--- src/rtl/ahb_pkg.sv ---
// rtl/ahb_pkg.sv - shared AHB encodings, arbiter state type and burst-length helper
package ahb_pkg;

  localparam logic [1:0] HTRANS_IDLE   = 2'b00;
  localparam logic [1:0] HTRANS_BUSY   = 2'b01;
  localparam logic [1:0] HTRANS_NONSEQ = 2'b10;
  localparam logic [1:0] HTRANS_SEQ    = 2'b11;

  localparam logic [2:0] HBURST_SINGLE = 3'b000;
  localparam logic [2:0] HBURST_INCR   = 3'b001;
  localparam logic [2:0] HBURST_WRAP4  = 3'b010;
  localparam logic [2:0] HBURST_INCR4  = 3'b011;
  localparam logic [2:0] HBURST_WRAP8  = 3'b100;
  localparam logic [2:0] HBURST_INCR8  = 3'b101;
  localparam logic [2:0] HBURST_WRAP16 = 3'b110;
  localparam logic [2:0] HBURST_INCR16 = 3'b111;

  localparam logic [1:0] HRESP_OKAY  = 2'b00;
  localparam logic [1:0] HRESP_ERROR = 2'b01;
  localparam logic [1:0] HRESP_RETRY = 2'b10;
  localparam logic [1:0] HRESP_SPLIT = 2'b11;

  typedef enum logic [1:0] {
    ARB    = 2'd0,
    BURST  = 2'd1,
    LOCKED = 2'd2
  } arb_state_t;

  // Undefined-length INCR reports 0 beats so it never freezes the grant.
  function automatic logic [4:0] burst_beats(input logic [2:0] hburst);
    case (hburst)
      HBURST_SINGLE:                return 5'd1;
      HBURST_WRAP4,  HBURST_INCR4:  return 5'd4;
      HBURST_WRAP8,  HBURST_INCR8:  return 5'd8;
      HBURST_WRAP16, HBURST_INCR16: return 5'd16;
      default:                      return 5'd0;
    endcase
  endfunction

  function automatic logic [3:0] oh2idx(input logic [15:0] oh);
    logic [3:0] idx;
    idx = 4'd0;
    for (int i = 0; i < 16; i++) begin
      if (oh[i]) idx = 4'(i);
    end
    return idx;
  endfunction

endpackage

--- src/rtl/ahb_rr_picker.sv ---
// rtl/ahb_rr_picker.sv - combinational round-robin search starting one past the pointer
module ahb_rr_picker #(
  parameter int N = 4
) (
  input  logic [N-1:0] req_i,
  input  logic [3:0]   ptr_i,
  output logic [N-1:0] gnt_o,
  output logic         valid_o
);

  localparam int IDX_W = (N > 1) ? $clog2(N) : 1;

  int   idx;
  logic found;

  always_comb begin
    gnt_o = '0;
    found = 1'b0;
    idx   = 0;
    for (int i = 1; i <= N; i++) begin
      idx = int'(ptr_i) + i;
      if (idx >= N) idx = idx - N;
      if (!found && req_i[idx[IDX_W-1:0]]) begin
        gnt_o[idx[IDX_W-1:0]] = 1'b1;
        found                 = 1'b1;
      end
    end
    valid_o = found;
  end

endmodule

--- src/rtl/ahb_arbiter.sv ---
// rtl/ahb_arbiter.sv - AHB bus arbiter: round-robin grant with fixed-burst and locked-sequence freeze
module ahb_arbiter
  import ahb_pkg::*;
#(
  parameter int NUM_MASTERS    = 4,
  parameter int DEFAULT_MASTER = 0
) (
  input  logic                   HCLK,
  input  logic                   HRESET,
  input  logic [NUM_MASTERS-1:0] HBUSREQ,
  input  logic [NUM_MASTERS-1:0] HLOCK,
  input  logic [1:0]             HTRANS,
  input  logic [2:0]             HBURST,
  input  logic                   HREADY,
  input  logic [1:0]             HRESP,
  output logic [NUM_MASTERS-1:0] HGRANT,
  output logic [3:0]             HMASTER,
  output logic [3:0]             HMASTER_DATA,
  output logic                   HMASTLOCK
);

  localparam logic [NUM_MASTERS-1:0] DEF_GNT = NUM_MASTERS'(1) << DEFAULT_MASTER;
  localparam logic [3:0]             DEF_IDX = 4'(DEFAULT_MASTER);

  arb_state_t             state_q, state_d;
  logic [NUM_MASTERS-1:0] grant_q, grant_d;
  logic [3:0]             ptr_q, ptr_d;
  logic [3:0]             cnt_q, cnt_d;
  logic [3:0]             hmaster_q, hmaster_d;
  logic [3:0]             hmaster_data_q, hmaster_data_d;
  logic                   hmastlock_q, hmastlock_d;

  logic [NUM_MASTERS-1:0] pick_gnt;
  logic                   pick_valid;
  logic [NUM_MASTERS-1:0] arb_gnt;
  logic                   burst_start;

  ahb_rr_picker #(.N(NUM_MASTERS)) u_picker (
    .req_i   (HBUSREQ),
    .ptr_i   (ptr_q),
    .gnt_o   (pick_gnt),
    .valid_o (pick_valid)
  );

  // A fixed burst starting this edge keeps its current owner instead of rotating.
  assign burst_start = HREADY && (HTRANS == HTRANS_NONSEQ) && (burst_beats(HBURST) >= 5'd4);
  assign arb_gnt     = burst_start ? grant_q : (pick_valid ? pick_gnt : DEF_GNT);

  always_ff @(posedge HCLK or negedge HRESET) begin
    if (!HRESET) begin
      state_q        <= ARB;
      grant_q        <= DEF_GNT;
      ptr_q          <= DEF_IDX;
      cnt_q          <= 4'd0;
      hmaster_q      <= DEF_IDX;
      hmaster_data_q <= DEF_IDX;
      hmastlock_q    <= 1'b0;
    end else begin
      state_q        <= state_d;
      grant_q        <= grant_d;
      ptr_q          <= ptr_d;
      cnt_q          <= cnt_d;
      hmaster_q      <= hmaster_d;
      hmaster_data_q <= hmaster_data_d;
      hmastlock_q    <= hmastlock_d;
    end
  end

  always_comb begin
    state_d = state_q;
    grant_d = grant_q;
    ptr_d   = ptr_q;
    cnt_d   = cnt_q;
    case (state_q)
      ARB: begin
        grant_d = arb_gnt;
        if (!burst_start && pick_valid) ptr_d = oh2idx(16'(pick_gnt));
        // Lock wins over a burst start so a burst inside a lock stays LOCKED.
        if (|(HLOCK & arb_gnt)) begin
          state_d = LOCKED;
          cnt_d   = 4'd0;
        end else if (burst_start) begin
          state_d = BURST;
          cnt_d   = 4'(burst_beats(HBURST) - 5'd1);
        end
      end
      BURST: begin
        if (HREADY) begin
          if (HTRANS == HTRANS_SEQ) begin
            cnt_d = cnt_q - 4'd1;
            if (cnt_q == 4'd1) state_d = ARB;
          end else if (HTRANS != HTRANS_BUSY) begin
            cnt_d   = 4'd0;
            state_d = ARB;
          end
        end else if (HRESP != HRESP_OKAY) begin
          cnt_d   = 4'd0;
          state_d = ARB;
        end
      end
      LOCKED: begin
        if (HREADY && !(|(HLOCK & grant_q))) state_d = ARB;
      end
      default: begin
        state_d = ARB;
        cnt_d   = 4'd0;
      end
    endcase
  end

  always_comb begin
    hmaster_d      = hmaster_q;
    hmaster_data_d = hmaster_data_q;
    hmastlock_d    = hmastlock_q;
    if (HREADY) begin
      hmaster_d      = oh2idx(16'(grant_q));
      hmaster_data_d = hmaster_q;
      hmastlock_d    = |(HLOCK & grant_q);
    end
    HGRANT       = grant_q;
    HMASTER      = hmaster_q;
    HMASTER_DATA = hmaster_data_q;
    HMASTLOCK    = hmastlock_q;
  end

endmodule

--- config.mk ---
export PLATFORM = sky130hd
export DESIGN_NAME = ahb_arbiter
export DESIGN_NICKNAME = d
export VERILOG_FILES = /design/src/rtl/ahb_pkg.sv /design/src/rtl/ahb_rr_picker.sv /design/src/rtl/ahb_arbiter.sv
export SDC_FILE = /design/constraint.sdc
export NUM_CORES = 1
export LEC_CHECK = 0
export BUFFER_PORTS_ARGS = -buffer_cell sky130_fd_sc_hd__buf_4
export CAP_MARGIN = 10
export CORE_MARGIN = 5
export CORE_UTILIZATION = 50
export CTS_CLUSTER_DIAMETER = 120
export CTS_CLUSTER_SIZE = 10
export DETAILED_ROUTE_END_ITERATION = 7
export GPL_TIMING_DRIVEN = 0
export PLACE_DENSITY = 0.74
export SLEW_MARGIN = 20
export SYNTH_ARGS = -nofsm -noshare
export SYNTH_HDL_FRONTEND = slang
export SYNTH_SLANG_ARGS = --single-unit
--- constraint.sdc ---
create_clock -name HCLK -period 3.5 [get_ports HCLK]
set_clock_uncertainty 0.2 [all_clocks]
set_input_delay 0.7 -clock HCLK [delete_from_list [all_inputs] [get_ports HCLK]]
set_output_delay 0.7 -clock HCLK [all_outputs]
set_load 0.01 [all_outputs]
==> impl_metrics.json, run 1 <==
{
  "die_h_um": 67.0,
  "fin_crit_ns": 3.41,
  "start_kind": "register",
  "yosysTopAreaCell": "dfrtp_1",
  "power_switching_mw": 0.801,
  "dpl-instance-area_mm2": 0.00186,
  "vias": 1675,
  "status": "complete, no violations",
  "crit_path_top_delay_cell": "dfrtp_2",
  "syn_area_per_cell_um2": 8.38,
  "crit_required_ns": 3.53,
  "p_leak_nw": 0.866,
  "slew_headroom": 0.579,
  "synthFlopType": "dfrtp_1",
  "holdBufCountCts": 0,
  "htreeDepth": 1,
  "cts_root_buf": "clkbuf_4",
  "syn_area_mm2": 0.00163,
  "syn_inst": 194,
  "clk_pin_slew_worst_paths_ns": 0.11,
  "die_width_um": 67.0,
  "critical_path_class": "register to register",
  "numCtsBuffers": 3,
  "crit_chain": "buf_8 -> clkinvlp_4 -> ha_4 -> inv_1 -> mux2i_4 -> buf_4 -> a2111oi_4 -> nor3_1 -> o31a_1 -> a2111oi_4 -> buf_4 -> buf_4 -> a31oi_1 -> o22ai_1",
  "cpPeakStageDelay_ns": 0.45,
  "final_cells": 280,
  "power.share.combinational": 0.723,
  "p_sw_frac": 0.464,
  "max_freq_ghz": 0.294,
  "routed_wl_um": 4470,
  "cp_max_fo": 10,
  "crit_start": "ptr_q[0]$_DFFE_PN0P_",
  "tightest_slew_ns": 0.629,
  "finalSetupViolations": 0,
  "cpMostUsedCell": "buf_4",
  "antenna_found_initial": 0,
  "fill_cells": 265,
  "yosysTopAreaCellShare": 0.246,
  "drive_above_1_share": 0.301,
  "final_area_mm2": 0.00203,
  "grt_pass1_vias": 1578,
  "postLayoutCoreUtil": 0.658,
  "clock_sinks": 17,
  "maxCapViolCount": 0,
  "coreArea_mm2": 0.00308,
  "synth-seq-cells": 17,
  "synthAdderAreaFrac": 0.0847,
  "wl_per_cell_um": 15.9,
  "synth_compound_area_frac": 0.256,
  "endpoint_kind": "register",
  "synthTopCellsByCount": "22 x nor2_1, 16 x dfrtp_1, 15 x nand2_1",
  "clock_latency_ns": 0.30,
  "multiInputGateArea_mm2": 0.00112,
  "pin_count": 31,
  "diodes": 0,
  "synth_edf_count": 0,
  "yosysMostFrequentCell": "nor2_1",
  "drv_slew": 0,
  "yosys_warnings": 0,
  "critical_path_arrival_ns": 3.44,
  "synth_xor_area_frac": 0.00539,
  "grt_max_degree": 18,
  "drc": 0,
  "setup_tns_ns": 0,
  "grt_pass1_wl_um": 6910,
  "pwr-share-clk": 0.065,
  "cts_buffer_depth": 2,
  "power.internal_mw": 0.924,
  "firstDrtPassIters": 4,
  "seqCellArea_um2": 429,
  "initial_utilization": 0.528,
  "dieArea_mm2": 0.00449,
  "path_delay_family": "compound AO/OA/AOI/OAI gates",
  "via_per_inst": 5.98,
  "portBuffers": 22,
  "synth_top_family_by_area": "compound AO/OA/AOI/OAI gates",
  "track_usage": 0.199,
  "yosys.area_share.simple": 0.242,
  "cts_tree": "yes",
  "grt-ovfl-total": 0,
  "syn2layout_area_growth_pct": 24.6,
  "r2r_start": "ptr_q[0]$_DFFE_PN0P_",
  "pwr-share-seq": 0.213,
  "ys_top_cells_by_area": "dfrtp_1 25%, ha_1 8.5%, nor2_1 5.1%, a31oi_1 3.5%, nand2_1 3.5%",
  "globalplace.congestion": 0.887,
  "final_nets": 266,
  "async_reset_ff_frac": 1.00,
  "final_antenna_net_count": 0,
  "seq_area_frac_synth": 0.263,
  "rows": 20,
  "synthDistinctLibCells": 52,
  "worst-path-buf-inv": 6,
  "synth_mux_area_frac": 0.0762,
  "placedCellCount": 263,
  "final_hold_viol_count": 0,
  "min_path_type": "input pin to asynchronous set/reset pin",
  "ir_worst_vdd_mv": 0.483,
  "power_density_mw_per_mm2": 852,
  "drt_iter0_markers": 131,
  "dp_hpwl_um": 3120,
  "finalCritPeriodShare": 0.973
}
cell usage in the layout, fill, tap and decap left out, drive strengths merged, types with 7 or more instances in the layout:
cell type	Yosys	final
o21ai	11	11
buf	7	42
ha	11	11
clkbuf	6	9
nand2	15	15
a31oi	9	9
a21oi	7	7
nor2	22	22
nor3	9	9
dfrtp	16	16
inv	11	9
cell families (layout without fill, tap and decap cells):
group                    Yosys count  in the layout
flip-flops                        17             17
AO/OA/AOI/OAI                     54             54
adder cells (fa/ha/maj)           11             11
XOR/XNOR                           1              1
multiplexers                       9              9
other                              1              4
buffers and inverters             24             63
AND/OR/NAND/NOR                   77             77
flip-flops by register name, summed over array words and instances, names as in the netlist:
signal	cells
HMASTLOCK	1
HMASTER_DATA	2
cnt_q	4
state_q	2
HMASTER	2
HGRANT	4
ptr_q	2
power by group through the flow:
stage | sequential [mW] | combinational, mW | clock, mW
3_3_place_gp | 0.361 | 0.949 | 0
4_1_cts | 0.364 | 1.09 | 0.115
5_1_grt | 0.380 | 1.36 | 0.125
6_report | 0.367 | 1.25 | 0.111
3_5_place_dp | 0.365 | 0.986 | 0
2_1_floorplan | 0.368 | 0.720 | 0
area by class of cell:
cell class                      instances  area share
Sequential cell                        17       0.212
Tap cell                               44      0.0272
Clock inverter                          1     0.00247
Clock buffer                            3      0.0111
Inverter                               11      0.0241
Timing Repair Buffer                   35       0.130
Buffer                                 13      0.0383
Multi-Input combinational cell        156       0.555
per-stage QoR:
step	setup slack, ns	hold slack, ns	power [mW]
final	0.0934	0.0435	1.73
after global routing	-0.0854	0.0449	1.87
after CTS	0.0510	0.0437	1.57
after detailed placement	-0.303	0.291	1.35
after global placement	-0.169	0.268	1.31
after floorplan	0.182	0.204	1.09
layer usage:
metal | wire length [µm] | global-route usage | share of wire | vias up
li1 | - | - | - | 805
met1 | 1790 | 0.246 | 0.40 | 782
met2 | 2260 | 0.342 | 0.51 | 74
met3 | 330 | 0.0455 | 0.074 | 14
met4 | 89 | 0.0532 | 0.020 | 0
met5 | 0 | 0 | 0 | -
worst paths after layout:
path	endpoint	slack, ns	cells after the start
setup / recovery	cnt_q[0]$_DFFE_PN0P_	0.09	14
hold / removal	cnt_q[3]$_DFFE_PN0P_	0.04	1
setup reg to reg	cnt_q[0]$_DFFE_PN0P_	0.09	14
hold reg to reg	HMASTER_DATA[1]$_DFFE_PN0P_	0.33	1
max in group asynchronous	HGRANT[0]$_DFFE_PN1P_	2.80	1
min in group HCLK	HMASTER_DATA[1]$_DFFE_PN0P_	0.33	1
timing repair:
item,4_1_cts,5_1_grt
buffers inserted,5,8
setup endpoints to repair,6,6
cloned,0,0
pin swaps,2,2
gates resized for setup,6,5
Power figures use the tool's default switching activity.
==> inputs of run 2 (changes only) <==
--- a/config.mk
+++ b/config.mk
@@ -7,13 +7,13 @@
 export LEC_CHECK = 0
 export BUFFER_PORTS_ARGS = -buffer_cell sky130_fd_sc_hd__buf_4
 export CAP_MARGIN = 10
+export CORE_ASPECT_RATIO = 1.25
 export CORE_MARGIN = 5
 export CORE_UTILIZATION = 50
-export CTS_CLUSTER_DIAMETER = 120
 export CTS_CLUSTER_SIZE = 10
 export DETAILED_ROUTE_END_ITERATION = 7
 export GPL_TIMING_DRIVEN = 0
-export PLACE_DENSITY = 0.74
+export PLACE_DENSITY_LB_ADDON = 0.15
 export SLEW_MARGIN = 20
 export SYNTH_ARGS = -nofsm -noshare
 export SYNTH_HDL_FRONTEND = slang
==> run 2 against run 1 <==
Clock power is 34% higher. Sequential share of layout area is 0.49 points lower. First-iteration DRC count decreased by 39%. Combinational power about the same. Maximum frequency grew 2.2%. Register-to-register slack better by 0.07 ns. Non-clock buffer count is 2 higher. Largest power group unchanged.
==> impl_metrics.json, run 2 (synthesized netlist as in run 1, its figures left out) <==
{
  "status": "complete, no violations",
  "maxCapViolCount": 0,
  "numCtsBuffers": 3,
  "p_sw_frac": 0.451,
  "slew_headroom": 0.645,
  "antenna_found_initial": 0,
  "drc": 0,
  "dpl-instance-area_mm2": 0.00185,
  "critical_path_class": "register to register",
  "coreArea_mm2": 0.00317,
  "clock_latency_ns": 0.25,
  "grt_pass1_wl_um": 6810,
  "routed_wl_um": 4350,
  "vias": 1641,
  "htreeDepth": 1,
  "dp_hpwl_um": 3200,
  "final_common_cell": "buf_4",
  "power_switching_mw": 0.791,
  "cts_tree": "yes",
  "holdBufCountCts": 0,
  "initial_utilization": 0.513,
  "globalplace.congestion": 0.844,
  "die_h_um": 73.7,
  "crit_end": "cnt_q[0]$_DFFE_PN0P_",
  "final_antenna_net_count": 0,
  "endpoint_kind": "register",
  "syn2layout_area_growth_pct": 27.6,
  "ir_worst_vdd_mv": 0.577,
  "reg2reg_slack_ns": 0.17,
  "final_nets": 268,
  "clock_sinks": 17,
  "finalSetupViolations": 0,
  "drv_slew": 0,
  "drive_above_1_share": 0.315,
  "ff2ff_path_depth": 12,
  "tightest_slew_ns": 0.533,
  "pin_count": 31,
  "rows": 23,
  "power_density_mw_per_mm2": 845,
  "cts_buffer_depth": 2,
  "via_per_inst": 5.97,
  "fin_ws_ns": 0.166,
  "firstDrtPassIters": 4,
  "fin_crit_ns": 3.33,
  "power.internal_mw": 0.961,
  "portBuffers": 22,
  "postLayoutCoreUtil": 0.655,
  "finalCritPeriodShare": 0.953,
  "diodes": 0,
  "final_hold_viol_count": 0,
  "final_cell_mix": "41 x buf_4, 22 x nor2_1, 15 x nand2_1",
  "critical_path_arrival_ns": 3.31,
  "cp_max_fo": 8,
  "die_width_um": 61.0,
  "r2r_start": "ptr_q[0]$_DFFE_PN0P_",
  "reg2reg_to": "cnt_q[0]$_DFFE_PN0P_",
  "dieArea_mm2": 0.00450,
  "min_path_type": "input pin to asynchronous set/reset pin",
  "grt_pass1_vias": 1531,
  "cts_root_buf": "clkbuf_8",
  "drt_iter0_markers": 80,
  "grt_max_degree": 18,
  "crit_required_ns": 3.47,
  "total_power_mw": 1.75,
  "start_kind": "register",
  "pwr-share-clk": 0.085,
  "setup_tns_ns": 0,
  "track_usage": 0.193,
  "crit_start": "ptr_q[0]$_DFFE_PN0P_",
  "pwr-share-seq": 0.211,
  "max_freq_ghz": 0.300,
  "power.share.combinational": 0.704,
  "clk_pin_slew_worst_paths_ns": 0.07,
  "grt-ovfl-total": 0,
  "final_area_mm2": 0.00207,
  "pre_cts_ws_ns": -0.297,
  "wl_per_cell_um": 15.8,
  "p_leak_nw": 0.885
}
[run 2: how the worst min path moves through the flow]
stage	startpoint	endpoint	slack (ns)
after floorplan	HRESET	HGRANT[1]$_DFFE_PN0P_	0.20
after global placement	HMASTLOCK$_DFFE_PN0P_	HMASTLOCK$_DFFE_PN0P_	0.26
after detailed placement	HMASTLOCK$_DFFE_PN0P_	HMASTLOCK$_DFFE_PN0P_	0.27
after CTS	HRESET	cnt_q[1]$_DFFE_PN0P_	0.11
after global routing	HRESET	cnt_q[1]$_DFFE_PN0P_	0.11
final	HRESET	cnt_q[1]$_DFFE_PN0P_	0.1
[run 2: area by class of cell]
type                            count  area [µm²]
Multi-Input combinational cell    156        1150
Fill cell                         302        1090
Sequential cell                    17         429
Timing Repair Buffer               37         278
Buffer                             13        77.6
Inverter                           11        48.8
Tap cell                           37        46.3
Clock buffer                        3        41.3
Clock inverter                      1        5.00
[run 2: layer usage]
metal	track usage	vias to the layer above	share of wire
met1	0.218	800	0.39
met2	0.379	36	0.56
met4	0.0530	0	0.013
li1	-	799	-
met3	0.00703	6	0.035
met5	0	-	0
[run 2: critical path, stage by stage, from the launching register on]
cell        delay (ns)
dfrtp_2           0.44
buf_8             0.14
clkinvlp_4        0.13
ha_4              0.26
buf_4             0.14
nand2b_1          0.13
o22ai_1           0.27
a2111oi_4         0.13
or3_1             0.36
a31oi_1           0.30
a2111oi_4         0.12
a311o_2           0.43
o22ai_1           0.19
[run 2: stage by stage]
stage,cells,hold slack (ns)
floorplan,197,0.204
global placement,256,0.262
detailed placement,256,0.272
CTS,266,0.107
global route,275,0.111
finish,275,0.0970
[run 2: power by group through the flow]
| stage | sequential [mW] | combinational [mW] | clock, mW |
|---|---|---|---|
| finish | 0.370 | 1.23 | 0.149 |
| global route | 0.381 | 1.35 | 0.158 |
| CTS | 0.370 | 1.09 | 0.150 |
| detailed placement | 0.368 | 0.985 | 0 |
| global placement | 0.364 | 0.955 | 0 |
| floorplan | 0.368 | 0.720 | 0 |
[run 2: timing repair]
action / in CTS / in global routing
pin swaps: 2 / 9
endpoints found under the setup margin: 6 / 6
buffers inserted: 6 / 9
gates resized for setup: 6 / 9
